<file path="config.mk">
export PLATFORM = sky130hd
export DESIGN_NAME = icache_sa_miss_ctrl_flat
export DESIGN_NICKNAME = d
export VERILOG_FILES = /design/src/rtl/icache_sa_miss_ctrl_if.sv /design/src/rtl/icache_sa_miss_ctrl.sv /design/src/flat_wrapper.sv
export SDC_FILE = /design/constraint.sdc
export NUM_CORES = 1
export LEC_CHECK = 0
export ABC_AREA = 1
export CAP_MARGIN = 10
export CELL_PAD_IN_SITES_DETAIL_PLACEMENT = 0
export CELL_PAD_IN_SITES_GLOBAL_PLACEMENT = 1
export CORE_ASPECT_RATIO = 1.75
export CORE_UTILIZATION = 24
export DETAILED_ROUTE_END_ITERATION = 7
export GPL_ROUTABILITY_DRIVEN = 0
export PLACE_DENSITY_LB_ADDON = 0.1
export SLEW_MARGIN = 30
export SYNTH_ARGS = -nofsm -noshare
export SYNTH_HDL_FRONTEND = slang
export SYNTH_SLANG_ARGS = --single-unit
</file>
<file path="constraint.sdc">
create_clock -name clk -period 2 [get_ports clk]
set_input_delay 0.4 -clock clk [delete_from_list [all_inputs] [get_ports clk]]
set_output_delay 0.4 -clock clk [all_outputs]
set_load 0.02 [all_outputs]
</file>
<file path="src/rtl/icache_sa_miss_ctrl_if.sv">
// CPU / storage / memory signal bundle for icache_sa_miss_ctrl.
// master = the controller, slave = the surrounding CPU, storage and memory.
interface icache_sa_miss_ctrl_if #(
    parameter int WORD_WIDTH    = 32,
    parameter int TAG_BITS      = 24,
    parameter int ASSOCIATIVITY = 2
);
    localparam int WAY_BITS = $clog2(ASSOCIATIVITY);

    logic                  cpu_req;
    logic [31:0]           cpu_addr;
    logic                  cpu_ready;
    logic                  cpu_valid;
    logic [WORD_WIDTH-1:0] cpu_rdata;
    logic                  flush;
    logic                  flush_done;

    logic                  st_read;
    logic                  st_write;
    logic                  st_write_valid;
    logic [31:0]           st_address;
    logic [WORD_WIDTH-1:0] st_write_data;
    logic [TAG_BITS-1:0]   st_write_tag;
    logic [WAY_BITS-1:0]   st_way_select;
    logic [WORD_WIDTH-1:0] st_read_data;
    logic                  st_hit;

    logic                  mem_req;
    logic [31:0]           mem_addr;
    logic                  mem_ack;
    logic [WORD_WIDTH-1:0] mem_rdata;

    modport master (
        input  cpu_req, cpu_addr, flush, st_read_data, st_hit, mem_ack, mem_rdata,
        output cpu_ready, cpu_valid, cpu_rdata, flush_done,
               st_read, st_write, st_write_valid, st_address, st_write_data,
               st_write_tag, st_way_select, mem_req, mem_addr
    );

    modport slave (
        output cpu_req, cpu_addr, flush, st_read_data, st_hit, mem_ack, mem_rdata,
        input  cpu_ready, cpu_valid, cpu_rdata, flush_done,
               st_read, st_write, st_write_valid, st_address, st_write_data,
               st_write_tag, st_way_select, mem_req, mem_addr
    );
endinterface

</file>
<file path="src/rtl/icache_sa_miss_ctrl.sv">
// Set-associative I-cache miss controller: lookup, memory refill with per-set
// round-robin victim, whole-cache flush. Optional ICACHE_SA_PERF_EN adds hit/miss counters.
module icache_sa_miss_ctrl #(
    parameter int WORD_WIDTH    = 32,
    parameter int INDEX_BITS    = 4,
    parameter int TAG_BITS      = 24,
    parameter int ASSOCIATIVITY = 2
) (
    input  logic clk,
    input  logic reset_n,
    icache_sa_miss_ctrl_if.master bus
`ifdef ICACHE_SA_PERF_EN
    ,
    output logic [31:0] hit_count,
    output logic [31:0] miss_count
`endif
);
    localparam int NUM_SETS = 1 << INDEX_BITS;
    localparam int WAY_BITS = $clog2(ASSOCIATIVITY);

    typedef enum logic [2:0] {
        S_IDLE    = 3'd0,
        S_LOOKUP  = 3'd1,
        S_MEM_REQ = 3'd2,
        S_FILL    = 3'd3,
        S_RESP    = 3'd4,
        S_FLUSH   = 3'd5
    } state_t;

    state_t                        r_state;
    state_t                        w_next;
    logic [31:0]                   r_addr_q;
    logic [WORD_WIDTH-1:0]         r_rdata;
    logic [INDEX_BITS-1:0]         r_set;
    logic [WAY_BITS-1:0]           r_way;
    logic                          r_flush_done;
    logic [NUM_SETS*WAY_BITS-1:0]  r_victim;
    logic [INDEX_BITS-1:0]         w_index;
    logic [WAY_BITS-1:0]           w_victim_cur;
    logic                          w_flush_last;

    assign w_index      = r_addr_q[INDEX_BITS-1:0];
    assign w_victim_cur = r_victim[int'(w_index)*WAY_BITS +: WAY_BITS];
    assign w_flush_last = (r_set == '1) && (r_way == '1);

    assign bus.cpu_valid  = (r_state == S_RESP);
    assign bus.cpu_rdata  = r_rdata;
    assign bus.flush_done = r_flush_done;

    // State register
    always_ff @(posedge clk or negedge reset_n) begin
        if (!reset_n) begin
            r_state <= S_IDLE;
        end else begin
            r_state <= w_next;
        end
    end

    // Next-state logic; flush wins over a simultaneous fetch in IDLE
    always_comb begin
        w_next = r_state;
        case (r_state)
            S_IDLE: begin
                if (bus.flush)        w_next = S_FLUSH;
                else if (bus.cpu_req) w_next = S_LOOKUP;
                else                  w_next = S_IDLE;
            end
            S_LOOKUP:  w_next = bus.st_hit ? S_RESP : S_MEM_REQ;
            S_MEM_REQ: w_next = bus.mem_ack ? S_FILL : S_MEM_REQ;
            S_FILL:    w_next = S_RESP;
            S_RESP:    w_next = S_IDLE;
            S_FLUSH:   w_next = w_flush_last ? S_IDLE : S_FLUSH;
            default:   w_next = S_IDLE;
        endcase
    end

    // Storage / memory / CPU-ready decode from the current state
    always_comb begin
        bus.cpu_ready      = 1'b0;
        bus.st_read        = 1'b0;
        bus.st_write       = 1'b0;
        bus.st_write_valid = 1'b0;
        bus.st_address     = 32'd0;
        bus.st_write_data  = '0;
        bus.st_write_tag   = '0;
        bus.st_way_select  = '0;
        bus.mem_req        = 1'b0;
        bus.mem_addr       = 32'd0;
        case (r_state)
            S_IDLE: begin
                bus.cpu_ready = 1'b1;
                if (!bus.flush && bus.cpu_req) begin
                    bus.st_read    = 1'b1;
                    bus.st_address = bus.cpu_addr;
                end else begin
                    bus.st_read    = 1'b0;
                end
            end
            S_MEM_REQ: begin
                bus.mem_req  = 1'b1;
                bus.mem_addr = r_addr_q;
            end
            S_FILL: begin
                bus.st_write       = 1'b1;
                bus.st_write_valid = 1'b1;
                bus.st_address     = r_addr_q;
                bus.st_write_tag   = r_addr_q[31:32-TAG_BITS];
                bus.st_write_data  = r_rdata;
                bus.st_way_select  = w_victim_cur;
            end
            S_FLUSH: begin
                bus.st_write      = 1'b1;
                bus.st_address    = 32'(r_set);
                bus.st_way_select = r_way;
            end
            default: begin
                bus.cpu_ready = 1'b0;
            end
        endcase
    end

    // Datapath: request address, returned word, flush walk and victim pointers
    always_ff @(posedge clk or negedge reset_n) begin
        if (!reset_n) begin
            r_addr_q     <= 32'd0;
            r_rdata      <= '0;
            r_set        <= '0;
            r_way        <= '0;
            r_flush_done <= 1'b0;
            r_victim     <= '0;
        end else begin
            r_flush_done <= 1'b0;
            case (r_state)
                S_IDLE: begin
                    if (bus.flush) begin
                        r_set <= '0;
                        r_way <= '0;
                    end else if (bus.cpu_req) begin
                        r_addr_q <= bus.cpu_addr;
                    end
                end
                S_LOOKUP: begin
                    if (bus.st_hit) r_rdata <= bus.st_read_data;
                end
                S_MEM_REQ: begin
                    if (bus.mem_ack) r_rdata <= bus.mem_rdata;
                end
                S_FILL: begin
                    r_victim[int'(w_index)*WAY_BITS +: WAY_BITS] <= w_victim_cur + WAY_BITS'(1);
                end
                S_FLUSH: begin
                    // way is the fast counter; set advances when way wraps
                    r_way <= r_way + WAY_BITS'(1);
                    if (r_way == '1) r_set <= r_set + INDEX_BITS'(1);
                    if (w_flush_last) begin
                        r_flush_done <= 1'b1;
                        r_victim     <= '0;
                    end
                end
                default: begin
                    r_flush_done <= 1'b0;
                end
            endcase
        end
    end

`ifdef ICACHE_SA_PERF_EN
    // Lookup outcome counters; free-running, untouched by flush
    always_ff @(posedge clk or negedge reset_n) begin
        if (!reset_n) begin
            hit_count  <= 32'd0;
            miss_count <= 32'd0;
        end else if (r_state == S_LOOKUP) begin
            if (bus.st_hit) hit_count  <= hit_count + 32'd1;
            else            miss_count <= miss_count + 32'd1;
        end
    end
`endif
endmodule
</file>
<file path="src/flat_wrapper.sv">
// flat-port wrapper written by rule: the top's interface ports become plain ports
module icache_sa_miss_ctrl_flat 
#(
    parameter int WORD_WIDTH    = 32,
    parameter int INDEX_BITS    = 4,
    parameter int TAG_BITS      = 24,
    parameter int ASSOCIATIVITY = 2
)
  (clk, reset_n, bus_cpu_req, bus_cpu_addr, bus_flush, bus_st_read_data, bus_st_hit, bus_mem_ack, bus_mem_rdata, bus_cpu_ready, bus_cpu_valid, bus_cpu_rdata, bus_flush_done, bus_st_read, bus_st_write, bus_st_write_valid, bus_st_address, bus_st_write_data, bus_st_write_tag, bus_st_way_select, bus_mem_req, bus_mem_addr);
  icache_sa_miss_ctrl_if #(.WORD_WIDTH(WORD_WIDTH), .TAG_BITS(TAG_BITS), .ASSOCIATIVITY(ASSOCIATIVITY)) bus_i ();
  input  logic clk;
  input  logic reset_n;
  input wire logic [$bits(bus_i.cpu_req)-1:0] bus_cpu_req;
  input wire logic [$bits(bus_i.cpu_addr)-1:0] bus_cpu_addr;
  input wire logic [$bits(bus_i.flush)-1:0] bus_flush;
  input wire logic [$bits(bus_i.st_read_data)-1:0] bus_st_read_data;
  input wire logic [$bits(bus_i.st_hit)-1:0] bus_st_hit;
  input wire logic [$bits(bus_i.mem_ack)-1:0] bus_mem_ack;
  input wire logic [$bits(bus_i.mem_rdata)-1:0] bus_mem_rdata;
  output wire logic [$bits(bus_i.cpu_ready)-1:0] bus_cpu_ready;
  output wire logic [$bits(bus_i.cpu_valid)-1:0] bus_cpu_valid;
  output wire logic [$bits(bus_i.cpu_rdata)-1:0] bus_cpu_rdata;
  output wire logic [$bits(bus_i.flush_done)-1:0] bus_flush_done;
  output wire logic [$bits(bus_i.st_read)-1:0] bus_st_read;
  output wire logic [$bits(bus_i.st_write)-1:0] bus_st_write;
  output wire logic [$bits(bus_i.st_write_valid)-1:0] bus_st_write_valid;
  output wire logic [$bits(bus_i.st_address)-1:0] bus_st_address;
  output wire logic [$bits(bus_i.st_write_data)-1:0] bus_st_write_data;
  output wire logic [$bits(bus_i.st_write_tag)-1:0] bus_st_write_tag;
  output wire logic [$bits(bus_i.st_way_select)-1:0] bus_st_way_select;
  output wire logic [$bits(bus_i.mem_req)-1:0] bus_mem_req;
  output wire logic [$bits(bus_i.mem_addr)-1:0] bus_mem_addr;
  assign bus_i.cpu_req = bus_cpu_req;
  assign bus_i.cpu_addr = bus_cpu_addr;
  assign bus_i.flush = bus_flush;
  assign bus_i.st_read_data = bus_st_read_data;
  assign bus_i.st_hit = bus_st_hit;
  assign bus_i.mem_ack = bus_mem_ack;
  assign bus_i.mem_rdata = bus_mem_rdata;
  assign bus_cpu_ready = bus_i.cpu_ready;
  assign bus_cpu_valid = bus_i.cpu_valid;
  assign bus_cpu_rdata = bus_i.cpu_rdata;
  assign bus_flush_done = bus_i.flush_done;
  assign bus_st_read = bus_i.st_read;
  assign bus_st_write = bus_i.st_write;
  assign bus_st_write_valid = bus_i.st_write_valid;
  assign bus_st_address = bus_i.st_address;
  assign bus_st_write_data = bus_i.st_write_data;
  assign bus_st_write_tag = bus_i.st_write_tag;
  assign bus_st_way_select = bus_i.st_way_select;
  assign bus_mem_req = bus_i.mem_req;
  assign bus_mem_addr = bus_i.mem_addr;
  icache_sa_miss_ctrl #(.WORD_WIDTH(WORD_WIDTH), .INDEX_BITS(INDEX_BITS), .TAG_BITS(TAG_BITS), .ASSOCIATIVITY(ASSOCIATIVITY)) u_core (.clk(clk), .reset_n(reset_n), .bus(bus_i));
endmodule
</file>
Yosys cells after proc, flatten, opt, wreduce, memory -nomap -nowiden
Cells that the tools add are included.
{"block": "classes", "addsub": 4, "n_shift": 3, "reduce_logical": 13, "mux": 31, "bitwise_logic": 1, "eq_ne": 11}
{"op": "$mux W32", "n": 5}
{"op": "$pmux W32 S3", "n": 1}
{"op": "$pmux W32 S2", "n": 1}
{"op": "$neg A4 Y33", "n": 1}
{"op": "$shift A1 B33 Y16 const A", "n": 1}
{"op": "$shiftx A1 B33 Y16", "n": 1}
{"op": "$pmux W16 S2", "n": 1}
{"op": "$mux W24", "n": 1}
{"op": "$bwmux W16", "n": 1}
{"op": "$mux W16", "n": 1}
{"op": "$shiftx A16 B5 Y1", "n": 1}
{"op": "$pmux W3 S5", "n": 1}
{"op": "$mux W1", "n": 11}
{"op": "$mux W3", "n": 3}
{"op": "$reduce_and A3 Y1", "n": 3}
{"op": "$mux W4", "n": 2}
{"op": "$pmux W4 S2", "n": 1}
{"op": "$eq A3 B2 Y1 const B", "n": 2}
{"op": "$eq A3 B3 Y1 const B", "n": 2}
{"op": "$ne A2 B2 Y1 const B", "n": 3}
{"op": "$reduce_bool A2 Y1", "n": 3}
{"op": "$add A4 B1 Y4 const B", "n": 1}
{"op": "$eq A4 B4 Y1 const B", "n": 1}
{"op": "$ne A2 B1 Y1 const B", "n": 2}
{"op": "9 further kinds", "n": 13}
{"block": "word_totals", "ff_bits": 89, "input_bits": 102, "wordCells": 70}

Depth between registers and ports, before layout
Gate-level depths: netlist (run 1).
{"block": "depth", "word_depth": 5, "depth_mapped": 12, "mapped_depth_nobuf": 12}

Least setup slack after synthesis (run 1)
Ideal clock, no wire load.
{"block": "synth_timing", "path_type": "register to output", "from": "register u_core.r_state[0]", "to": "output port bus_st_address[28]", "slack_ps": -105, "required_ps": 1600, "arrival_ps": 1705, "n_path_buf": 3, "stages_incl_launch_ff": 9, "cell_sequence": "dfrtp_1 buf_4 nor3_2 nand3b_1 inv_2 buf_4 buf_4 nand2_1 o21ai_1"}
{"block": "synth_between", "elab_chain_cells": 2, "word_cells_on_any_way": 4, "classes_between": "2 x eq/ne; 1 x mux; 1 x reduce/logical"}
{"item": "from (decl)", "line": "icache_sa_miss_ctrl.sv:30", "source": "state_t r_state;"}
{"item": "from (signal assigned)", "line": "icache_sa_miss_ctrl.sv:55", "source": "r_state <= w_next;"}
{"item": "$eq A3 B3 Y1 (tied with other cells)", "line": "icache_sa_miss_ctrl.sv:89", "source": "case (r_state)"}
{"item": "$pmux W32 S3 *", "line": "icache_sa_miss_ctrl.sv:89"}
{"item": "to (decl)", "line": "flat_wrapper.sv:27", "source": "output wire logic [$bits(bus_i.st_address)-1:0] bus_st_address;"}
Mark *: on every way between the ends. The rest lies on a longest branch, timed or not.

Worst setup path in the final report (run 1)
{"block": "layout_timing", "from": "register u_core.r_state[0]", "to": "output port bus_st_address[20]"}
The elaborated chain is that of the path after synthesis.

==> out/results.ini, run 1 <==
[sta]
layout_setup_ws_ps=-306
finalCritPeriodShare_pct=115
setup_tns_ps=-22940
fin_crit_ps=2310
slew_headroom_pct=77.9
setup_viol=124
hold_viol_final=0
rsz0062_at_grt=true
fmax_mhz=434
skew_ps=5.79
slew_viol_final=0
worstMarginPinSlew_ps=331

[global_routing]
grt_max_degree=44
overflow=0
grt_pass1_wl_um=34600
antenna_found_initial=2
grt_pass1_vias=6091
grt_usage_pct=21.1

[clock_tree]
cts_root_buf=clkbuf_16
clkSlewWorstSetupHoldPaths_ps=70
cts.path.max_buffers=2
insertion_delay_ps=350
cts-htree-levels=3
cts_made_buffers=9
clock_sinks=89
tritoncts=done

[yosys]
synth_seq_cells=89
synthCells=730
avgSynthCellArea_um2=6.98
synth_area_um2=5100
ys_seq_area_share_pct=43.7
yosys_warnings=0
syn-num-nets=835
ys_types=30

[placement]
detailed_place_hpwl_um=17700
pre_cts_slack_ps=-601
port_buffers=261
placed_cell_area_um2=8630

[layout]
layout-drive-gt1-share_pct=39.3
final_cell_mix=185 x buf_4, 142 x nand2_1, 133 x clkdlybuf4s50_1
nets=1226
area_growth_pct=99.8
final_core_util_pct=48.8
design_area_um2=10200
final_common_cell=buf_4

[floorplan]
die-area_um2=21800
die_w_um=112
pin_count=262
row_count=70
core_area_um2=20800
dieHeight_um=195
start_util_pct=24.4

[run_status]
violations=design-rule violations, negative setup slack
outcome=finished, violations left

[critical_path]
crit_type=reg -> out
worstSetupStartpointType=flop
cp.arrival_ps=1910
crit_path_end_kind=primary output
r2r_cells=13
crit_fanout=5
crit_required_ps=1600

[detailed_routing]
routed_via_density=4.51
drc=5
drtPass1Iterations=6
wl_per_cell_um=18.3
drt_iter0_drc=155
drtAntennaViolNets=0
vias=6230
finalWirelength_um=25300

[min_path]
holdCritPathClass=in -> async

[power]
max-vdd-ir-drop_mv=0.548
pwr_density_cell_nw_per_um2=1430
total_leakage_power_nw=5.01
p_total_mw=14.5

[job]
cap_viol_max_count=0

-- through the flow --
stage          cells  hold WS (ps)
4_1_cts         1317           477
3_5_place_dp    1299           302
2_1_floorplan    730           104
5_1_grt         1380           482
3_3_place_gp    1299           307
6_report        1380           470
-- cells in the mapped netlist --
master       n  area share, %
nand2_1    181             13
nor2_1     147             11
dfrtp_1     89             44
inv_1       77            5.7
o21ai_1     55            5.4
a31oi_1     32            3.9
nand3_1     28            2.7
o21ai_0     21            2.1
buf_2       16            1.6
inv_2       14            1.0
buf_4       11            1.6
clkbuf_1    10           0.74
nand4_1      9            1.1
a21oi_1      6           0.59
nor2_2       5           0.61
nor3_1       5           0.49
buf_1        3           0.22
ha_1         3           0.74
nand2_2      2           0.25
nand3_2      2           0.39
nor3_2       2           0.39
nor3_4       2           0.64
o211ai_1     2           0.29
o221ai_1     2           0.34
buf_6        1           0.22
clkinv_1     1          0.074
nand3b_1     1           0.15
o2bb2ai_1    1           0.17
o31ai_1      1           0.15
xnor2_4      1           0.54
-- cell families (layout without fill, tap and decap cells) --
group,count (synthesis),count (layout),share of synthesized area (%)
compound gates,120,120,12.9
buf+inv,133,529,11.1
flops,89,89,43.7
simple gates,384,384,30.9
fa+ha+maj,3,3,0.737
xor+xnor,1,1,0.540
other cells,0,2,0
-- worst paths after layout --
check                           slack [ps]                  end           startpoint
worst min register to register         470  u_core.r_victim[12]  u_core.r_victim[12]
worst max-delay path                  -310   bus_st_address[20]    u_core.r_state[0]
worst min-delay path                   470   u_core.r_addr_q[8]              reset_n
worst max register to register          20   u_core.r_victim[4]   u_core.r_addr_q[0]
max in group asynchronous              880    u_core.r_state[0]              reset_n
min in group clk                       470  u_core.r_victim[12]  u_core.r_victim[12]
-- flip-flops by register name, summed over array words and instances (netlist names) --
| name | count |
|---|---|
| u_core.r_way | 1 |
| u_core.r_set | 4 |
| u_core.bus.cpu_rdata | 32 |
| u_core.r_victim | 16 |
| u_core.r_state | 3 |
| u_core.r_addr_q | 32 |
| u_core.bus.flush_done | 1 |
-- cell type report --
| type | count | area [µm²] |
|---|---|---|
| Clock inverter | 4 | 73.8 |
| Multi-Input combinational cell | 508 | 2800 |
| Antenna cell | 2 | 5.00 |
| Clock buffer | 12 | 267 |
| Tap cell | 252 | 315 |
| Timing Repair Buffer | 421 | 4120 |
| Sequential cell | 89 | 2230 |
| Fill cell | 2100 | 10700 |
| Inverter | 92 | 358 |
-- metal layers --
metal,GRT usage [%],routed length [µm],vias up
li1,-,-,3093
met4,8.20,734,0
met5,0,0,-
met2,41.1,14400,183
met1,20.5,8540,2917
met3,6.14,1580,37
-- where the power goes --
group | leakage [nW] | internal, mW | switching [mW]
sequential | 1.08 | 2.54 | 0.511
clock | 0.169 | 1.20 | 0.792
combinational | 3.76 | 4.24 | 5.23
total | 5.01 | 7.98 | 6.53
-- repair_timing --
item | 4_1_cts | 5_1_grt
hold buffers | 1 | 0
buffers inserted | 1 | 51
resized for setup | 550 | 272
pin swaps | 2 | 22
cloned | 0 | 12
hold endpoints to repair | 17 | 0
endpoints found under the setup margin | 173 | 173
-- critical path, stage by stage (launching register included) --
cell,delay (ps)
dfrtp_2,440
nor3_4,210
nand3b_1,110
inv_2,100
buf_12,130
buf_12,130
clkbuf_16,170
nand2_4,50
o21ai_2,60
buf_6,140
Power figures use the tool's default switching activity.
==> run 2, diff against run 1 <==
ABC_AREA = default   (was 1)
CORE_UTILIZATION = 25   (was 24)
==> out/results.ini, run 2 <==
[sta]
setup_tns_ps=-24300  ; -1360 ps
layout_setup_ws_ps=-320  ; -14.2 ps
setup_viol=133  ; +7.3%
hold_viol_final=0  ; unchanged
fmax_mhz=431  ; -0.61%
slew_headroom_pct=72.3  ; -5.6 points
worstMarginPinSlew_ps=415  ; +84.1 ps
slew_viol_final=0  ; unchanged
skew_ps=9.66  ; +3.87 ps
hold_slack_ps=502  ; +31.4 ps
finalCritPeriodShare_pct=116  ; +0.71 points
rsz0062_at_grt=true
fin_crit_ps=2320  ; +14.2 ps

[power]
pwr_density_cell_nw_per_um2=1280  ; -10%
power_frac_comb_pct=63.2  ; -2.0 points
clockPowerShare_pct=12.1  ; -1.6 points
p_total_mw=13.4  ; -7.4%
swShare_pct=41.8  ; -3.2 points
total_leakage_power_nw=4.99  ; -0.54%
max-vdd-ir-drop_mv=0.759  ; +39%
p_switching_mw=5.61  ; -14%
p_int_mw=7.82  ; -2.0%
power_frac_seq_pct=24.7  ; +3.7 points

[critical_path]
crit_fanout=6  ; +1
crit_type=reg -> out
cp.arrival_ps=1920  ; about the same
crit_path_end_kind=primary output
worstSetupStartpointType=flop
crit_required_ps=1600  ; about the same

[layout]
fill_cells=1746  ; -17%
n_antenna_cell=0  ; -2
layout-drive-gt1-share_pct=47.1  ; +7.8 points
area.sequential_um2=2230  ; unchanged
final_cell_mix=132 x clkdlybuf4s50_1, 130 x buf_6, 121 x buf_4
final_common_cell=clkdlybuf4s50_1
nets=1070  ; -13%
multi_input_area_um2=3270  ; +17%
area_growth_pct=109
final_core_util_pct=53.3  ; +4.5 points

[global_routing]
grt_pass1_vias=5996  ; -1.6%
gr-usage-met3_pct=3.99  ; -2.1 points
use_met2_pct=39.1  ; -2.0 points
antenna_found_initial=0  ; -2
grt_pass1_wl_um=32800  ; -5.1%
grt_max_degree=65  ; +48%
use_met1_pct=22.9  ; +2.4 points
grt_busiest_layer=met2
overflow=0  ; unchanged
grt_usage_pct=21.3  ; +0.13 points

[floorplan]
core_area_um2=19700  ; -5.7%
start_util_pct=25.5  ; +1.1 points
die-area_um2=20600  ; -5.5%
die_w_um=109  ; -2.8%
dieHeight_um=189  ; -2.8%
pin_count=262  ; unchanged
row_count=68  ; -2.9%

[detailed_routing]
wl_per_cell_um=18.7  ; +2.3%
drt_iter0_drc=137  ; -12%
routed_via_density=4.71  ; +4.2%
drc=0  ; -5
vias=5718  ; -8.2%
finalWirelength_um=22800  ; -9.9%
drtPass1Iterations=4  ; -2
drtAntennaViolNets=0  ; unchanged

[yosys]
yosys_warnings=0  ; unchanged
synthTopCellsByCount=117 x nand2_1, 89 x dfrtp_1, 58 x and2_1
syn-num-nets=680  ; -19%
synth_most_common_cell=nand2_1
synth_area_um2=5010  ; -1.6%
async_reset_ff_share_pct=100  ; unchanged
synth-edff-count=0  ; unchanged
synth_seq_cells=89  ; unchanged
synth.top_cell.area_share_pct=44.4  ; +0.72 points
ys.flop_type=dfrtp_1
ys_seq_area_share_pct=44.4  ; +0.72 points
ys_types=49  ; +63%
avgSynthCellArea_um2=8.72  ; +25%
synthTopCellsByArea=dfrtp_1 44%, nand2_1 8.8%, mux2i_1 7.4%
synthCells=575  ; -21%
yosysTopAreaCell=dfrtp_1

[clock_tree]
cts_made_buffers=9  ; unchanged
tritoncts=done
clkSlewWorstSetupHoldPaths_ps=70  ; about the same
insertion_delay_ps=350  ; about the same
cts_root_buf=clkbuf_16
cts-htree-levels=3  ; unchanged
clock_sinks=89  ; unchanged
cts.path.max_buffers=2  ; unchanged

[run_status]
outcome=finished, violations left
violations=negative setup slack

[min_path]
holdCritPathClass=reg -> reg

[placement]
port_buffers=261  ; unchanged
pre_cts_slack_ps=-536  ; +65.6 ps
detailed_place_hpwl_um=15200  ; -14%

[job]
cap_viol_max_count=0  ; unchanged

## run 2: cell count changes after synthesis, sizes merged, moves of 14 or more
cell,previous run,this run
nand3,30,3
a31oi,32,0
a21oi,6,45
o21ai,76,23
mux2i,0,37
and3,0,33
buf,31,17
and2,0,59
nand2b,0,25
nand2,183,117
inv,91,7
nor2,152,43
## run 2: cell families after synthesis
kind of cell / synth area share [%]
and+or+nand+nor: 30.7
AOI/OAI and AO/OA: 10.4
DFF: 44.4
buffers and inverters: 4.17
muxes: 9.03
xor gates and xnor gates: 0.524
adders and majority gates: 0.749
## run 2: final timing paths
check	start	endpoint	slack (ps)	cells past startpoint
worst max-delay path	u_core.r_addr_q[0]	bus_st_way_select	-320	6
worst min-delay path	u_core.r_addr_q[15]	u_core.r_addr_q[15]	500	2
worst max register to register	u_core.r_addr_q[1]	u_core.r_victim[11]	-140	7
worst min register to register	u_core.r_addr_q[15]	u_core.r_addr_q[15]	500	2
max in group asynchronous	reset_n	u_core.r_addr_q[19]	890	3
min in group asynchronous	reset_n	u_core.bus.cpu_rdata[5]	560	2
## run 2: critical path, stage by stage (launching register included)
cell     delay [ps]
dfrtp_2         460
mux4_1          600
nor2b_2         140
o32ai_2          90
nand2_1          90
nand2_2          60
buf_6           130
## run 2: layer usage
| metal | vias to the layer above | share of wire (%) |
|---|---|---|
| met3 | 46 | 5.1 |
| li1 | 2713 | - |
| met5 | - | 0 |
| met4 | 0 | 3.6 |
| met1 | 2761 | 37 |
| met2 | 198 | 55 |
## run 2: what timing repair did
action                     in CTS  in global routing
hold buffers                    1                  0
pin swaps                      27                 32
gates resized for setup       717                233
buffers inserted               29                 32
cloned                          6                  6
hold endpoints to repair       19                  0
setup endpoints to repair     143                155
## run 2: layout make-up
cell class	instances	area share, %
inverter	7	0.299
timing repair buffer	419	41.7
clock buffer	12	2.35
tap	245	2.93
multi-input combinational	439	31.2
sequential	89	21.3
clock inverter	4	0.275
## run 2: power by group through the flow
| stage | combinational, mW | clock, mW | sequential (mW) |
|---|---|---|---|
| detailed placement | 6.64 | 0 | 3.25 |
| finish | 8.48 | 1.63 | 3.32 |
| global route | 9.06 | 1.75 | 3.42 |
| global placement | 6.57 | 0 | 3.25 |
| floorplan | 3.10 | 0 | 3.39 |
| CTS | 7.46 | 1.68 | 3.28 |
## run 2: stage by stage
step | cell area, µm² | std cells
final | 10500 | 1215
after floorplan | 5030 | 575
after global placement | 8570 | 1133
after global routing | 10500 | 1215
after CTS | 9480 | 1185
after detailed placement | 8570 | 1133
